**src/rtl/addsub_rr_scheduler.sv**
```systemverilog
// addsub_rr_scheduler: round-robin shared add/subtract unit with registered, ID-tagged response
module addsub_rr_scheduler #(
    parameter int N       = 16,
    parameter int NUM_REQ = 4,
    parameter int ID_W    = 2
) (
    input  logic                 clk,
    input  logic                 rst,
    input  logic [NUM_REQ-1:0]   req_valid,
    output logic [NUM_REQ-1:0]   req_ready,
    input  logic [NUM_REQ*N-1:0] req_a,
    input  logic [NUM_REQ*N-1:0] req_b,
    input  logic [NUM_REQ-1:0]   req_sub,
    output logic                 rsp_valid,
    input  logic                 rsp_ready,
    output logic [ID_W-1:0]      rsp_id,
    output logic [N-1:0]         rsp_result,
    output logic                 rsp_carry,
    output logic                 rsp_overflow,
    output logic [15:0]          txn_count
);
    logic [ID_W-1:0] r_last_grant;
    logic [ID_W-1:0] w_gnt;
    logic            w_found;
    logic            w_accept;
    logic            w_xfer;
    logic [N-1:0]    w_a;
    logic [N-1:0]    w_bx;
    logic            w_sub;
    logic [N:0]      w_sum;
    logic            w_ovf;

    // Wrap of the search index relies on NUM_REQ being a power of two.
    always_comb begin
        w_gnt   = '0;
        w_found = 1'b0;
        for (int k = 1; k <= NUM_REQ; k++) begin
            if (!w_found && req_valid[r_last_grant + ID_W'(k)]) begin
                w_found = 1'b1;
                w_gnt   = r_last_grant + ID_W'(k);
            end
        end
    end

    assign w_accept  = !rsp_valid | rsp_ready;
    assign w_xfer    = w_found & w_accept;
    assign req_ready = w_xfer ? (NUM_REQ'(1) << w_gnt) : '0;

    assign w_sub = req_sub[w_gnt];
    assign w_a   = req_a[w_gnt*N +: N];
    assign w_bx  = req_b[w_gnt*N +: N] ^ {N{w_sub}};
    assign w_sum = {1'b0, w_a} + {1'b0, w_bx} + {{N{1'b0}}, w_sub};
    assign w_ovf = (w_a[N-1] == w_bx[N-1]) & (w_sum[N-1] != w_a[N-1]);

    always_ff @(posedge clk or posedge rst) begin
        if (rst) begin
            rsp_valid    <= 1'b0;
            rsp_id       <= '0;
            rsp_result   <= '0;
            rsp_carry    <= 1'b0;
            rsp_overflow <= 1'b0;
            txn_count    <= '0;
            r_last_grant <= ID_W'(NUM_REQ - 1);
        end else if (w_xfer) begin
            rsp_valid    <= 1'b1;
            rsp_id       <= w_gnt;
            rsp_result   <= w_sum[N-1:0];
            rsp_carry    <= w_sum[N];
            rsp_overflow <= w_ovf;
            txn_count    <= txn_count + 16'd1;
            r_last_grant <= w_gnt;
        end else if (rsp_ready) begin
            rsp_valid    <= 1'b0;
        end
    end
endmodule

```
**config.mk**
```make
export PLATFORM = sky130hd
export DESIGN_NAME = addsub_rr_scheduler
export DESIGN_NICKNAME = d
export VERILOG_FILES = /design/src/rtl/addsub_rr_scheduler.sv
export SDC_FILE = /design/constraint.sdc
export NUM_CORES = 1
export LEC_CHECK = 0
export ABC_CLOCK_PERIOD_IN_PS = 4500
export BUFFER_PORTS_ARGS = -buffer_cell sky130_fd_sc_hd__buf_2
export CORE_ASPECT_RATIO = 0.7
export CORE_UTILIZATION = 40
export DETAILED_ROUTE_END_ITERATION = 6
export GPL_TIMING_DRIVEN = 0
export PLACE_DENSITY = 0.76
export RECOVER_POWER = 25
export SLEW_MARGIN = 20
export SYNTH_ARGS = -nofsm -noshare
export SYNTH_HDL_FRONTEND = slang
export SYNTH_SLANG_ARGS = --single-unit
export TNS_END_PERCENT = 10
```
**constraint.sdc**
```tcl
create_clock -name clk -period 4.5 [get_ports clk]
set_clock_uncertainty 0.05 [all_clocks]
set_input_delay 0.225 -clock clk [delete_from_list [all_inputs] [get_ports clk]]
set_output_delay 0.225 -clock clk [all_outputs]
set_load 0.01 [all_outputs]
```
==> reports/metrics.yaml <==
wl_per_cell_um: 15.4
worst_setup_path_end_kind: "flip-flop"
switching_power_w: 0.00127
synth_most_common_cell: "nand2_1"
synth_top_area_share: 0.263
critPathSlowestCell: "dfstp_2"
syn_to_final_growth_pct: 37.9
grt_max_degree: 23
yosysUniqueCellTypes: 48
min_path_type: "in2reg"
path_clk_slew_ns: 0.06
slew_violations: 0
cp.required_ns: 4.61
final_core_utilization: 0.571
path_class: "reg2reg"
nets: 797
synth_edf_count: 0
relSlewSlack: 0.194
vias: 4055
numCtsBuffers: 5
whs_endpoint: "rsp_valid$_DFFE_PP0P_"
synth_common_cells: "99 x nand2_1, 37 x dfrtp_1, 33 x a31oi_1, 33 x xnor2_1"
ys.flop_type: "dfrtp_1"
ant_nets: 0
cts_sinks: 39
startpoint_type: "flip-flop"
critPathBufInv: 4
vdd_drop_max_v: 0.000213
post-place-cells: 750
io_buffer_count: 179
syn_nets: 606
seqPwrFrac: 0.200
insertion_delay_ns: 0.28
period_needed_ns: 4.24
drive_gt1_frac: 0.368
crit_chain: "buf_4 > a21oi_1 > o31a_1 > buf_6 > buf_6 > clkbuf_2 > a211oi_2 > a31oi_2 > xnor2_2 > ha_2 > a21o_1 > a21oi_2 > o21bai_1 > a21oi_2 > o21bai_2 > a21boi_2 > a31oi_2 > a2111oi_2 > nor3_1"
syn_avg_cell_area_um2: 7.83
cp_top_family: "compound AO/OA/AOI/OAI gates"
power_density_mw_per_mm2: 575
fillers: 798
drc_errors: 0
yosysTopAreaCell: "dfrtp_1"
grt_pass1_wl_um: 18600
synth_cells: 450
ys.warnings.count: 0
async_reset_ff_frac: 1.00
sw_frac_of_total: 0.453
cap_violations: 0
reg2reg_from: "r_last_grant[1]$_DFFE_PP1P_"
ys_seq_area_frac: 0.278
grt_pass1_vias: 3890
power_leakage_nw: 2.39
die_x_um: 114
dr.first_iter.drc_count: 226
cts.path.max_buffers: 2
critPathMaxFanout: 10
post_layout_nonfiller_instances: 762
worstRegToRegCells: 19
holdPathStages: 3
ys_ff_latch: 39
min_from: "req_valid[1]"
clkPwrFrac: 0.120
arrival_ns: 4.35
cts_tree: "built"
drtPass1Iterations: 5
p_comb_frac: 0.680
hold_viol_final: 0
post-place-ws_ns: -0.880
placed_area_mm2: 0.00460
finalSetupViolCount: 0
routed_wirelength_um: 11700
rows: 28
boundaryPins: 180
antenna_found_initial: 0
ff2ff_setup_slack_ns: 0.26
design_area_mm2: 0.00486
max_freq_mhz: 236
die_h_um: 80.5
critPathMaxStageDelay_ns: 0.52
intPower_w: 0.00153
cts.root.buffer_cell: "clkbuf_16"
regToRegEndpoint: "rsp_carry$_DFFE_PP0P_"
dp_hpwl_um: 9730
grt_use_total: 0.259
fin_ws_ns: 0.257
num_antenna_cells: 0
core-area_mm2: 0.00851
worst_hold_slack_ns: 0.185
worst_pin_slew_ns: 1.21
gp_congestion: 0.909
gr-total-overflow: 0
status: "complete, no violations"
dieArea_mm2: 0.00920
start_util: 0.414
synth_area_mm2: 0.00352
viasPerCell: 5.32
ys_top_cells_by_area: "dfrtp_1 26%, nand2_1 11%, xnor2_1 8.2%, a211oi_1 6.6%, a31oi_1 5.9%"
cts_htree_levels: 2
period_share: 0.943
worst max-delay path by stage:
stage                                      startpoint                     to  slack [ns]  cells past startpoint
after floorplan           r_last_grant[1]$_DFFE_PP1P_  rsp_carry$_DFFE_PP0P_         0.1                     18
after global placement    r_last_grant[1]$_DFFE_PP1P_  rsp_carry$_DFFE_PP0P_       -0.90                     18
after detailed placement  r_last_grant[1]$_DFFE_PP1P_  rsp_carry$_DFFE_PP0P_       -0.88                     18
after CTS                 r_last_grant[1]$_DFFE_PP1P_  rsp_carry$_DFFE_PP0P_        0.02                     19
after global routing      r_last_grant[1]$_DFFE_PP1P_  rsp_carry$_DFFE_PP0P_       -0.04                     18
final                     r_last_grant[1]$_DFFE_PP1P_  rsp_carry$_DFFE_PP0P_        0.26                     19
flip-flops by register name (all words and copies together), names as in the netlist:
signal and count:
rsp_result 16, txn_count 16, r_last_grant 2, rsp_id 2
rsp_carry 1, rsp_overflow 1, rsp_valid 1
what timing repair did:
item / 4_1_cts / 5_1_grt
hold buffers: 1 / 0
endpoints found under the setup margin: 9 / 8
buffers inserted: 3 / 1
pin swaps: 2 / 4
resized for setup: 23 / 21
endpoints found under the hold margin: 16 / 0
worst reg2reg max path, delay by kind of cell, from the launching register on:
kind | cells | cell delay, ns
AND/OR/NAND/NOR | 1 | 0.07
buffers and inverters | 4 | 0.63
flip-flops | 1 | 0.52
AO/OA/AOI/OAI | 12 | 2.30
XOR/XNOR | 1 | 0.21
adder cells (fa/ha/maj) | 1 | 0.34
placed cells by master, fill, tap and decap left out, types with 7 or more instances in the layout:
cell and count:
a21oi_1 13, o21ai_1 7, clkbuf_2 8, nand2_1 99
buf_4 8, o21ai_0 8, nor3_1 7, nor2_1 14
nand3_1 11, xor2_1 12, and2_1 31, clkbuf_1 15
a211oi_1 29, ha_1 15, buf_2 177, mux2i_1 7
dfrtp_1 37, xnor2_1 31, a31oi_1 30
metrics by stage:
| stage | power [W] | setup TNS (ns) |
|---|---|---|
| 6_report | 0.00280 | 0 |
| 5_1_grt | 0.00302 | -0.0448 |
| 4_1_cts | 0.00273 | 0 |
| 3_5_place_dp | 0.00235 | -3.70 |
| 3_3_place_gp | 0.00230 | -3.56 |
| 2_1_floorplan | 0.00183 | 0 |
kinds of logic (layout without fill, tap and decap cells):
kind of cell    count (synthesis)  count (layout)  synth area share
buf+inv                        36             228            0.0458
simple gates                  183             183             0.240
flops                          39              39             0.278
xor+xnor                       45              45             0.112
mux                            12              12            0.0369
compound gates                118             118             0.226
fa+ha+maj                      17              17            0.0625
power groups by stage:
stage	logic, W	registers, W	clock network, W
floorplan	0.00123	0.000605	0
CTS	0.00183	0.000559	0.000341
finish	0.00190	0.000559	0.000336
global route	0.00209	0.000574	0.000356
detailed placement	0.00178	0.000565	0
global placement	0.00174	0.000556	0
layer usage:
metal  GRT usage  vias up  routed length [um]
met4      0.0506        0                 119
li1            -     1968                   -
met5           0        -                   0
met2       0.457      180                5570
met3      0.0408       12                 884
met1       0.335     1895                5150
area by class of cell:
class / instances / area (um^2) / share of cell area
multi-input cells: 375 / 2470 / 0.508
flip-flops and latches: 39 / 978 / 0.201
repair buffers: 185 / 936 / 0.192
plain buffers: 28 / 161 / 0.0332
well taps: 120 / 150 / 0.0309
clock buffers: 6 / 129 / 0.0265
inverters: 7 / 26.3 / 0.00540
clock inverters: 2 / 12.5 / 0.00257
Power figures use the tool's default switching activity.
